**src/rtl/if_prefetch_stage_if.sv**
```systemverilog
// Fetch-stage bus bundle: instruction-memory read port, EX/interrupt redirect inputs and
// the decode-side valid/ready handshake. master = fetch stage, slave = its environment.
interface if_prefetch_stage_if;
  logic        imem_req;
  logic [31:0] imem_addr;
  logic        imem_rvalid;
  logic [31:0] imem_rdata;
  logic        redirect;
  logic [31:0] redirect_pc;
  logic        int_req;
  logic [31:0] entry_point;
  logic        id_ready;
  logic        id_valid;
  logic [31:0] id_ins;
  logic [31:0] id_pc;
  logic [31:0] id_pcp4;

  modport master (
    output imem_req, imem_addr, id_valid, id_ins, id_pc, id_pcp4,
    input  imem_rvalid, imem_rdata, redirect, redirect_pc, int_req, entry_point, id_ready
  );

  modport slave (
    input  imem_req, imem_addr, id_valid, id_ins, id_pc, id_pcp4,
    output imem_rvalid, imem_rdata, redirect, redirect_pc, int_req, entry_point, id_ready
  );
endinterface

```
**src/rtl/if_prefetch_stage.sv**
```systemverilog
// Instruction-fetch stage: owns the fetch PC, issues in-order imem reads into a DEPTH-entry
// prefetch queue feeding decode. Define IF_PERF_EN to add perf_fetched/perf_flushed counters.
module if_prefetch_stage #(
  parameter int          DEPTH    = 4,
  parameter logic [31:0] RESET_PC = 32'd128
) (
  input  logic                clk,
  input  logic                rst_n,
  if_prefetch_stage_if.master bus
`ifdef IF_PERF_EN
  ,
  output logic [31:0]         perf_fetched,
  output logic [31:0]         perf_flushed
`endif
);
  localparam int PW = $clog2(DEPTH);
  localparam int CW = $clog2(DEPTH + 1);

  // pcp4 is stored rather than added at the head so every id_* output reads 0 out of reset
  typedef struct packed {
    logic [31:0] ins;
    logic [31:0] pc;
    logic [31:0] pcp4;
  } q_ent_t;

  q_ent_t [DEPTH-1:0] mem_q, mem_d;
  logic [PW-1:0]      rd_ptr_q, rd_ptr_d, wr_ptr_q, wr_ptr_d;
  logic [CW-1:0]      count_q, count_d, inflight_q, inflight_d, discard_q, discard_d;
  logic [31:0]        fetch_pc_q, fetch_pc_d, resp_pc_q, resp_pc_d;
  logic               flush, rsp_ok, issue, push, pop, vld;
  logic [31:0]        target;
  logic [CW:0]        occ;

  always_comb begin
    flush  = bus.int_req | bus.redirect;
    target = bus.int_req ? bus.entry_point : bus.redirect_pc;
    target[1:0] = 2'b00;
    // a response with nothing outstanding is a protocol error and is ignored
    rsp_ok = bus.imem_rvalid && (inflight_q != '0);
    // queued + in-flight words reserve a slot each, so a push always has room
    occ    = {1'b0, count_q} + {1'b0, inflight_q};
    issue  = !flush && (occ < (CW+1)'(DEPTH));
    push   = rsp_ok && !flush && (discard_q == '0);
    vld    = (count_q != '0) && !flush;
    pop    = vld && bus.id_ready;

    mem_d      = mem_q;
    rd_ptr_d   = rd_ptr_q;
    wr_ptr_d   = wr_ptr_q;
    count_d    = count_q;
    discard_d  = discard_q;
    fetch_pc_d = fetch_pc_q;
    resp_pc_d  = resp_pc_q;
    inflight_d = inflight_q + CW'(issue) - CW'(rsp_ok);

    if (flush) begin
      count_d    = '0;
      rd_ptr_d   = '0;
      wr_ptr_d   = '0;
      fetch_pc_d = target;
      resp_pc_d  = target;
      // everything still outstanding after this cycle's response belongs to the old stream
      discard_d  = inflight_q - CW'(rsp_ok);
    end else begin
      if (issue) fetch_pc_d = fetch_pc_q + 32'd4;
      if (rsp_ok && (discard_q != '0)) discard_d = discard_q - CW'(1);
      if (push) begin
        mem_d[wr_ptr_q] = '{ins: bus.imem_rdata, pc: resp_pc_q, pcp4: resp_pc_q + 32'd4};
        wr_ptr_d        = wr_ptr_q + PW'(1);
        resp_pc_d       = resp_pc_q + 32'd4;
      end
      if (pop) rd_ptr_d = rd_ptr_q + PW'(1);
      count_d = count_q + CW'(push) - CW'(pop);
    end
  end

  always_ff @(posedge clk or negedge rst_n) begin
    if (!rst_n) begin
      mem_q      <= '0;
      rd_ptr_q   <= '0;
      wr_ptr_q   <= '0;
      count_q    <= '0;
      inflight_q <= '0;
      discard_q  <= '0;
      fetch_pc_q <= RESET_PC;
      resp_pc_q  <= RESET_PC;
    end else begin
      mem_q      <= mem_d;
      rd_ptr_q   <= rd_ptr_d;
      wr_ptr_q   <= wr_ptr_d;
      count_q    <= count_d;
      inflight_q <= inflight_d;
      discard_q  <= discard_d;
      fetch_pc_q <= fetch_pc_d;
      resp_pc_q  <= resp_pc_d;
    end
  end

  assign bus.imem_req  = rst_n && issue;
  assign bus.imem_addr = fetch_pc_q;
  assign bus.id_valid  = vld;
  assign bus.id_ins    = mem_q[rd_ptr_q].ins;
  assign bus.id_pc     = mem_q[rd_ptr_q].pc;
  assign bus.id_pcp4   = mem_q[rd_ptr_q].pcp4;

`ifdef IF_PERF_EN
  logic [31:0] fetched_q, fetched_d, flushed_q, flushed_d;
  logic [32:0] fl_sum;

  always_comb begin
    fetched_d = (push && (fetched_q != '1)) ? fetched_q + 32'd1 : fetched_q;
    // dropped responses plus whatever the flush throws out of the queue
    fl_sum    = {1'b0, flushed_q} + 33'(rsp_ok && !push) + (flush ? 33'(count_q) : 33'd0);
    flushed_d = fl_sum[32] ? 32'hFFFF_FFFF : fl_sum[31:0];
  end

  always_ff @(posedge clk or negedge rst_n) begin
    if (!rst_n) begin
      fetched_q <= '0;
      flushed_q <= '0;
    end else begin
      fetched_q <= fetched_d;
      flushed_q <= flushed_d;
    end
  end

  assign perf_fetched = fetched_q;
  assign perf_flushed = flushed_q;
`endif
endmodule

```
**src/flat_wrapper.sv**
```systemverilog
// flat-port wrapper written by rule: the top's interface ports become plain ports
module if_prefetch_stage_flat 
#(
  parameter int          DEPTH    = 4,
  parameter logic [31:0] RESET_PC = 32'd128
)
  (clk, rst_n, bus_imem_req, bus_imem_addr, bus_id_valid, bus_id_ins, bus_id_pc, bus_id_pcp4, bus_imem_rvalid, bus_imem_rdata, bus_redirect, bus_redirect_pc, bus_int_req, bus_entry_point, bus_id_ready);
  if_prefetch_stage_if bus_i ();
  input  logic clk;
  input  logic rst_n;
  output wire logic [$bits(bus_i.imem_req)-1:0] bus_imem_req;
  output wire logic [$bits(bus_i.imem_addr)-1:0] bus_imem_addr;
  output wire logic [$bits(bus_i.id_valid)-1:0] bus_id_valid;
  output wire logic [$bits(bus_i.id_ins)-1:0] bus_id_ins;
  output wire logic [$bits(bus_i.id_pc)-1:0] bus_id_pc;
  output wire logic [$bits(bus_i.id_pcp4)-1:0] bus_id_pcp4;
  input wire logic [$bits(bus_i.imem_rvalid)-1:0] bus_imem_rvalid;
  input wire logic [$bits(bus_i.imem_rdata)-1:0] bus_imem_rdata;
  input wire logic [$bits(bus_i.redirect)-1:0] bus_redirect;
  input wire logic [$bits(bus_i.redirect_pc)-1:0] bus_redirect_pc;
  input wire logic [$bits(bus_i.int_req)-1:0] bus_int_req;
  input wire logic [$bits(bus_i.entry_point)-1:0] bus_entry_point;
  input wire logic [$bits(bus_i.id_ready)-1:0] bus_id_ready;
  assign bus_imem_req = bus_i.imem_req;
  assign bus_imem_addr = bus_i.imem_addr;
  assign bus_id_valid = bus_i.id_valid;
  assign bus_id_ins = bus_i.id_ins;
  assign bus_id_pc = bus_i.id_pc;
  assign bus_id_pcp4 = bus_i.id_pcp4;
  assign bus_i.imem_rvalid = bus_imem_rvalid;
  assign bus_i.imem_rdata = bus_imem_rdata;
  assign bus_i.redirect = bus_redirect;
  assign bus_i.redirect_pc = bus_redirect_pc;
  assign bus_i.int_req = bus_int_req;
  assign bus_i.entry_point = bus_entry_point;
  assign bus_i.id_ready = bus_id_ready;
  if_prefetch_stage #(.DEPTH(DEPTH), .RESET_PC(RESET_PC)) u_core (.clk(clk), .rst_n(rst_n), .bus(bus_i));
endmodule
```
**config.mk**
```make
export PLATFORM = sky130hd
export DESIGN_NAME = if_prefetch_stage_flat
export DESIGN_NICKNAME = d
export VERILOG_FILES = /design/src/rtl/if_prefetch_stage_if.sv /design/src/rtl/if_prefetch_stage.sv /design/src/flat_wrapper.sv
export SDC_FILE = /design/constraint.sdc
export NUM_CORES = 1
export LEC_CHECK = 0
export ABC_AREA = 1
export CAP_MARGIN = 10
export CORE_MARGIN = 2
export CORE_UTILIZATION = 63
export CTS_CLUSTER_DIAMETER = 200
export DETAILED_ROUTE_END_ITERATION = 10
export DONT_BUFFER_PORTS = 1
export PLACE_DENSITY_LB_ADDON = 0.08
export SETUP_SLACK_MARGIN = 0.02
export SLEW_MARGIN = 20
export SYNTH_ARGS = -nofsm -noshare
export SYNTH_HDL_FRONTEND = slang
export SYNTH_SLANG_ARGS = --single-unit
export TNS_END_PERCENT = 1
```
**constraint.sdc**
```tcl
create_clock -name clk -period 2.87 [get_ports clk]
set_input_delay 0.861 -clock clk [delete_from_list [all_inputs] [get_ports clk]]
set_output_delay 0.861 -clock clk [all_outputs]
set_load 0.05 [all_outputs]
```
==> results of run 1 <==
[worst max-delay path by stage]
stage	slack [ps]	to	cells after the start
final	-90	bus_id_pcp4[12]	7
after global routing	-130	bus_id_pcp4[10]	7
after CTS	-90	bus_id_pc[26]	6
after detailed placement	310	u_core.count_q[2]	12
after global placement	330	u_core.count_q[2]	12
after floorplan	-110	bus_id_ins[1]	6
[repair_timing]
action	4_1_cts	5_1_grt
endpoints found under the setup margin	81	93
resized for setup	86	120
endpoints found under the hold margin	1	0
buffers inserted	6	2
cloned	12	6
hold buffers	2	0
pin swaps	39	35
[area by class of cell]
class,instances,area (µm²)
Sequential cell,441,11000
Clock buffer,73,1380
Fill cell,2451,8180
Multi-Input combinational cell,2106,9550
Tap cell,448,561
Inverter,92,377
Timing Repair Buffer,180,2200
Clock inverter,12,135
Timing Repair inverter,1,16.3
[power breakdown]
part | switching (mW) | leakage, nW | internal, mW
clock network | 2.52 | 0.747 | 3.50
logic | 4.71 | 6.34 | 2.13
registers | 0.922 | 5.89 | 7.13
total | 8.15 | 13.0 | 12.8
[synthesized netlist by cell type]
| library cell | n |
|---|---|
| dfrtp_1 | 439 |
| nor3_1 | 2 |
| o22ai_1 | 92 |
| o21ai_0 | 254 |
| buf_4 | 6 |
| nor2_2 | 2 |
| ha_1 | 16 |
| nand2_2 | 5 |
| buf_2 | 78 |
| buf_1 | 6 |
| a21boi_2 | 1 |
| a21oi_1 | 83 |
| xnor2_1 | 4 |
| nand3_1 | 46 |
| o21a_1 | 4 |
| nor3b_1 | 1 |
| o21ai_1 | 146 |
| clkbuf_1 | 86 |
| xor2_1 | 14 |
| nand3b_1 | 7 |
| inv_2 | 5 |
| nand2_1 | 1018 |
| nand4_1 | 2 |
| o2111ai_1 | 1 |
| nor2_1 | 389 |
| a31oi_1 | 2 |
| inv_1 | 87 |
| o211ai_1 | 5 |
| fa_1 | 2 |
| nor2_4 | 2 |
| or2_2 | 2 |
| conb_1 | 1 |
| dfstp_2 | 2 |
[stage by stage]
| step | worst slack, ps | utilization |
|---|---|---|
| 2_1_floorplan | -108 | - |
| 3_3_place_gp | 326 | 0.674 |
| 3_5_place_dp | 309 | 0.674 |
| 4_1_cts | -88.4 | 0.740 |
| 5_1_grt | -128 | 0.755 |
| 6_report | -87.5 | 0.755 |
[cells by family after synthesis]
logic type	share of synthesized area
and+or+nand+nor	0.266
other	0.000176
buffers and inverters	0.0528
AOI/OAI and AO/OA	0.145
DFF	0.517
xor gates and xnor gates	0.00739
adders and majority gates	0.0113
[critical path, cell delays in order, from the launching register on]
cell       delay [ps]
dfrtp_4           520
buf_12            170
inv_12             90
buf_12            140
clkbuf_16         150
o21ai_0            80
o22ai_1           130
buf_4             240
[state kept, by name, summed over array words and instances (netlist names)]
name / flops
u_core.count_q: 3
u_core.mem_q: 368
u_core.discard_q: 3
u_core.inflight_q: 3
u_core.bus.imem_addr: 30
u_core.resp_pc_q: 30
u_core.rd_ptr_q: 2
u_core.wr_ptr_q: 2
[per-layer routing]
metal  part of all wire  global-route usage  vias up
met1               0.40               0.496     9864
li1                   -                   -     9167
met5                  0                   0        -
met4              0.034               0.144        0
met3              0.091              0.0505      172
met2               0.48               0.597     1102
==> results.toml, run 1 <==
[status]
status = "complete, but fails checks"
violations = "negative hold slack, max-slew violations, negative setup slack"

[setup_path]
critPathCaptureType = "output pin"
path_max_fanout = 7
cp_data_arrival_time_ps = 2100
crit_required_ps = 2010
reg2reg_slack_ps = 610
r2r-end = "u_core.resp_pc_q[12]"
r2r_start = "u_core.resp_pc_q[2]"
critPathKind = "reg2out"
startpoint = "u_core.rd_ptr_q[0]"
reg2reg_depth = 8
start_kind = "flip-flop"

[die]
fp-row-count = 67
fp.dieW_um = 188
dieArea_um2 = 35300
ios = 232
coreArea_um2 = 33400
initial_core_util = 0.638
die_height_um = 188

[clocking]
root_buffer = "clkbuf_16"
cts_buffers = 47
cts_tree = "yes"
clk_latency_ps = 560
htreeDepth = 2
clkSinkCount = 441
clk_pin_slew_ps = 60
clockBufferDepth = 3

[timing]
timing.final.crit_share = 1.03
slew_viol_final = 159
finalSetupViolations = 56
whs_ps = -5.05
clock_skew_ps = 18.0
worst_slack_ps = -87.5
tns_ps = -2100
finalHoldViolCount = 13
min_period_ps = 2960
tightest_slew_ps = 1690
fmax_mhz = 338
rsz0062_at_grt = "yes"
relSlewSlack = -0.129

[grt]
grtUsageTotal = 0.364
grt_pass1_wl_um = 103000
overflow = 0
first_global_vias = 19800
antenna_found_initial = 0
grt_max_degree = 443

[pwr]
power_mw = 20.9
cellPowerDensity_nw_per_um2 = 828
ir_drop_v = 0.000856
leakage_nw = 13.0

[yosys]
ys_top_cells_by_area = "dfrtp_1 (51%), nand2_1 (18%), nor2_1 (6.8%)"
synth_cell_type_count = 33
syn_area_um2 = 21300
yosysSeqAreaShare = 0.517
synthCells = 2810
synth_top_cell_by_area = "dfrtp_1"
yosys_warnings = 0
ys_ff_latch = 441
synth.avg_cell_area_um2 = 7.59
synth_top_area_frac = 0.515

[detailed_routing]
drtIter0Drc = 2297
vias_per_cell = 6.06
wirelength_um = 65700
drc = 0
dr.pass1.iters = 5
routedWlPerCell_um = 19.6
ant_nets = 0
via_count = 20300

[final_layout]
drive_above_1_share = 0.116
mostFrequentLayoutCell = "nand2_1"
final_cell_mix = "nand2_1 (1,018), dfrtp_1 (437), nor2_1 (371)"
n_antenna_cell = 0
fin_area_um2 = 25300
stdcell_count = 3353
area_growth_pct = 18.5
nets = 2989

[placed_design]
dpl_cell_area_um2 = 22600
io_buffers = 0
place_congestion = 0.902
post-dp-hpwl_um = 37500
placed_cells = 3240

[min_path]
holdCritPathClass = "in2async"

[run]
drv_cap = 0
Power figures use the tool's default switching activity.
==> inputs of run 2 (changes only) <==
--- a/config.mk
+++ b/config.mk
@@ -5,7 +5,6 @@
 export SDC_FILE = /design/constraint.sdc
 export NUM_CORES = 1
 export LEC_CHECK = 0
-export ABC_AREA = 1
 export CAP_MARGIN = 10
 export CORE_MARGIN = 2
 export CORE_UTILIZATION = 63
==> run 2 against run 1 <==
The run ends with negative setup slack left; die area fell by 2.0%; largest cell class unchanged; cell area fell by 6.9%; flip-flop and latch count did not move; total power fell by 16%; non-clock buffer count fell by 96; setup slack improved by 29 ps; critical path depth fell by 4; critical path type unchanged; sequential share of layout area rose by 3.2 points; area after synthesis fell by 2.0%; synthesized cell count fell by 40%; critical endpoint is now bus_id_pc[10]; hold slack improved by 44 ps.
==> results.toml, run 2 <==
[final_layout]
regMostFlops = "u_core.mem_q"
mostFrequentLayoutCell = "dfrtp_1"
final_cell_mix = "dfrtp_1 (435), mux2_2 (245), nand2_1 (209)"
utilization = 0.722
nFillCells = 2148
n_antenna_cell = 0
fin_area_um2 = 23500
nets = 1808
largest_register_ffs = 368
drive_above_1_share = 0.312
area_growth_pct = 12.6
multi_input_area_um2 = 9190
seq_area_um2 = 11000

[grt]
grt_max_degree = 395
grtUsageTotal = 0.292
met3_usage = 0.0681
first_global_vias = 13700
antenna_found_initial = 0
overflow = 0
grt-busiest-layer = "met2"
grt_pass1_wl_um = 77500
use_met2 = 0.458
grt_util_met1 = 0.421

[setup_path]
critPathKind = "reg2out"
start_kind = "flip-flop"
critPathCaptureType = "output pin"
startpoint = "u_core.rd_ptr_q[0]"
r2r_start = "u_core.resp_pc_q[7]"
crit_required_ps = 2010
r2r-end = "u_core.mem_q[314]"
path_max_fanout = 7
cp_data_arrival_time_ps = 2070
reg2reg_depth = 5
reg2reg_slack_ps = 300

[yosys]
ys_ff_latch = 441
synth_cell_type_count = 63
post-synth-top-count-cell = "dfrtp_1"
async_flop_share = 1.00
syn_area_um2 = 20900
ys_top_cells_by_count = "dfrtp_1 (439), mux2_2 (245), nand2_1 (209)"
synth_top_flop_cell = "dfrtp_1"
synth.avg_cell_area_um2 = 12.4
yosys_warnings = 0
synth_edf_count = 0
synthCells = 1687
ys_top_cells_by_area = "dfrtp_1 (53%), mux2_2 (13%), mux4_2 (9.9%)"
synth_top_area_frac = 0.526
yosysSeqAreaShare = 0.528
synth_top_cell_by_area = "dfrtp_1"

[detailed_routing]
vias_per_cell = 6.34
routedWlPerCell_um = 23.2
via_count = 13700
dr.pass1.iters = 5
drtIter0Drc = 1007
wirelength_um = 50100
drc = 0
ant_nets = 0

[timing]
tightest_slew_ps = 904
fmax_mhz = 341
clock_skew_ps = 16.1
finalSetupViolations = 82
min_period_ps = 2930
finalHoldViolCount = 0
relSlewSlack = 0.391
worst_slack_ps = -58.3
tns_ps = -3260
rsz0062_at_grt = "yes"
slew_viol_final = 0
timing.final.crit_share = 1.02

[pwr]
power_mw = 17.7
ir_drop_v = 0.000473
leakage_nw = 10.7
cellPowerDensity_nw_per_um2 = 750

[status]
status = "complete, but fails checks"
violations = "negative setup slack"

[min_path]
holdCritPathClass = "in2async"

[die]
ios = 232
fp-row-count = 66
coreArea_um2 = 32600
dieArea_um2 = 34600
fp.dieW_um = 186
initial_core_util = 0.641
die_height_um = 186

[clocking]
clkSinkCount = 441
cts_tree = "yes"
clk_pin_slew_ps = 60
root_buffer = "clkbuf_16"
clockBufferDepth = 3
htreeDepth = 2
cts_buffers = 46
clk_latency_ps = 550

[placed_design]
place_congestion = 0.894
dp_slack_ps = 156
io_buffers = 0
post-dp-hpwl_um = 32100
dpl_cell_area_um2 = 21600

[run]
drv_cap = 0
[run 2: cell types whose count changed after synthesis, sizes merged, moves of 23 or more]
| cell | previous run | this run |
|---|---|---|
| inv | 92 | 27 |
| a31oi | 2 | 25 |
| o21ai | 400 | 165 |
| nor2 | 393 | 29 |
| nand2 | 1023 | 209 |
| clkbuf | 86 | 47 |
| o22ai | 92 | 2 |
| mux4 | 0 | 92 |
| mux2 | 0 | 245 |
[run 2: logic make-up after synthesis]
group / count (synthesis) / share of synthesized area
AO/OA/AOI/OAI: 321 / 0.0886
flip-flops: 441 / 0.528
AND/OR/NAND/NOR: 359 / 0.0828
multiplexers: 338 / 0.232
XOR/XNOR: 46 / 0.0200
other: 1 / 0.000179
adder cells (fa/ha/maj): 18 / 0.0115
buffers and inverters: 163 / 0.0370
[run 2: area by class of cell]
class,count,share of cell area
Clock buffer,68,0.0602
Clock inverter,11,0.00372
Inverter,27,0.00431
Multi-Input combinational cell,1088,0.391
Sequential cell,441,0.469
Tap cell,442,0.0235
Timing Repair Buffer,84,0.0483
[run 2: per-layer routing]
layer  wire (µm)  share of wire
met5           0              0
met4         904          0.018
met3        4180          0.083
met2       23700           0.47
met1       21300           0.42
[run 2: worst max-delay path: stages (launching register included)]
cell and delay (ps):
dfrtp_4 500, buf_12 160, buf_16 150, mux4_2 700
[run 2: repair_timing]
item | in CTS | in global routing
setup buffers | 8 | 1
hold buffers | 1 | 0
setup endpoints to repair | 89 | 90
cloned | 4 | 6
endpoints found under the hold margin | 49 | 0
pin swaps | 0 | 1
gates resized for setup | 11 | 12
[run 2: power by group]
group / switching, mW / internal (mW)
Combinational: 3.03 / 1.26
Clock: 2.39 / 3.49
Sequential: 0.597 / 6.89
[run 2: per-stage QoR]
stage / cells / hold WS (ps)
finish: 2161 / 38.6
global route: 2161 / 2.63
CTS: 2155 / 1.94
detailed placement: 2063 / 469
global placement: 2063 / 456
floorplan: 1692 / 445
[run 2: worst max-delay path by stage]
| stage | to | slack (ps) | cells past startpoint |
|---|---|---|---|
| global placement | u_core.count_q[2] | 150 | 10 |
| global route | bus_id_pc[7] | -120 | 3 |
| floorplan | u_core.count_q[2] | -9 | 12 |
| finish | bus_id_pc[10] | -60 | 3 |
| detailed placement | u_core.count_q[2] | 160 | 10 |
| CTS | bus_id_pc[24] | -120 | 3 |
==> inputs of run 3 (changes only) <==
--- a/config.mk
+++ b/config.mk
@@ -17,4 +17,3 @@
 export SYNTH_ARGS = -nofsm -noshare
 export SYNTH_HDL_FRONTEND = slang
 export SYNTH_SLANG_ARGS = --single-unit
-export TNS_END_PERCENT = 1
==> run 3 against run 2 <==
The run ends with max-slew violations, negative setup slack left; clock skew grew 12 ps; clock power fell by 1%; total power is 0.40% lower; core utilization down 0.68 points; setup slack worse by 400 ps; cell count did not move; largest cell class unchanged.
==> results.toml, run 3 (same netlist as run 2, synthesis figures left out) <==
[timing]
finalHoldViolCount = 0
clock_skew_ps = 27.6
timing.final.crit_share = 1.16
fmax_mhz = 301
rsz0062_at_grt = "yes"
tightest_slew_ps = 1750
worst_slack_ps = -454
finalSetupViolations = 87
slew_viol_final = 183
min_period_ps = 3320
whs_ps = 31.8
relSlewSlack = -0.168

[pwr]
intPower_mw = 11.6
ir_drop_v = 0.000449
power.switching_mw = 5.97
p_comb_frac = 0.244
pwr-share-seq = 0.426
pwr-share-clk = 0.330
leakage_nw = 10.7
cellPowerDensity_nw_per_um2 = 754
power_mw = 17.6
p_sw_frac = 0.340

[min_path]
holdCritPathClass = "in2async"

[placed_design]
placed_cells = 2065
io_buffers = 0
place_congestion = 0.924
dpl_cell_area_um2 = 21600
dp_slack_ps = 152
post-dp-hpwl_um = 31800

[setup_path]
critPathBufInv = 0
cpPeakStageDelay_ps = 750
critPathSlowestCell = "and3_4"
cp_data_arrival_time_ps = 2460
cp_top_family = "simple AND/OR/NAND/NOR gates"
path_max_fanout = 442
crit_required_ps = 2010
critPathKind = "in2out"
start_kind = "primary input"
path_cells = "and3_4"
reg2reg_depth = 5
cp.depth = 1
critPathCaptureType = "output pin"

[final_layout]
regMostFlops = "u_core.mem_q"
area_growth_pct = 11.6
final_cell_mix = "dfrtp_1 (435), mux2_2 (245), nand2_1 (209)"
mostFrequentLayoutCell = "dfrtp_1"
drive_above_1_share = 0.314
n_antenna_cell = 0
largest_register_ffs = 368
nets = 1807
fin_area_um2 = 23300
stdcell_count = 2161

[clocking]
clk_latency_ps = 550
cts_buffers = 45
clkSinkCount = 441
clk_pin_slew_ps = 60
root_buffer = "clkbuf_16"
cts_tree = "yes"
htreeDepth = 2
clockBufferDepth = 3

[die]
initial_core_util = 0.641
ios = 232
die_height_um = 186
fp.dieW_um = 186
coreArea_um2 = 32600
dieArea_um2 = 34600
fp-row-count = 66

[detailed_routing]
via_count = 13600
vias_per_cell = 6.28
wirelength_um = 49100
ant_nets = 0
dr.pass1.iters = 5
drtIter0Drc = 1030
routedWlPerCell_um = 22.7
drc = 0

[grt]
overflow = 0
first_global_vias = 13700
grt_max_degree = 443
grt_pass1_wl_um = 76400
antenna_found_initial = 0
grtUsageTotal = 0.286

[run]
drv_cap = 0

[status]
violations = "max-slew violations, negative setup slack"
status = "complete, but fails checks"
==> run 3: changes by cell type in the layout (fill, tap and decap cells not counted), sizes merged <==
cell	delta
clkinv	+4
clkbuf	-3
clkinvlp	-3
buf	+2
==> run 3: metal layers <==
layer,track usage,share of wire,up-vias
met2,0.444,0.47,435
met4,0.0828,0.022,0
met5,0,0,-
met3,0.0585,0.071,71
met1,0.414,0.44,7002
li1,-,-,6068
==> run 3: timing repair <==
item	4_1_cts	5_1_grt
gates resized for setup	8	9
cloned	1	3
hold buffers	0	0
buffers inserted	5	10
pin swaps	0	1
endpoints found under the hold margin	0	0
setup endpoints to repair	93	93
==> run 3: per-stage QoR <==
step	setup TNS (ps)	util
2_1_floorplan	-9.33	-
3_3_place_gp	0	0.661
3_5_place_dp	0	0.661
4_1_cts	-7090	0.711
5_1_grt	-8110	0.715
6_report	-4150	0.715
==> run 3: power by group through the flow <==
stage | sequential [mW] | combinational (mW) | clock (mW)
6_report | 7.49 | 4.30 | 5.80
5_1_grt | 7.58 | 4.53 | 6.16
4_1_cts | 7.47 | 4.26 | 5.89
3_5_place_dp | 7.58 | 4.24 | 0
3_3_place_gp | 7.53 | 4.16 | 0
2_1_floorplan | 7.47 | 3.63 | 0
==> run 3: layout make-up <==
class,count,area (µm²)
multi-input combinational,1088,9200
inverter,27,101
tap,442,553
sequential,441,11000
clock inverter,12,96.3
timing repair buffer,84,932
fill,2263,9300
clock buffer,67,1390
==> run 3: final timing paths <==
kind / start / endpoint / slack [ps]
min in group clk: bus_imem_rdata[29] / u_core.mem_q[93] / 460
worst max register to register: u_core.resp_pc_q[7] / u_core.mem_q[319] / 300
worst min-delay path: rst_n / u_core.mem_q[9] / 30
worst min register to register: u_core.mem_q[211] / u_core.mem_q[211] / 480
max in group asynchronous: rst_n / u_core.rd_ptr_q[1] / 1300
worst max-delay path: rst_n / bus_imem_req / -450
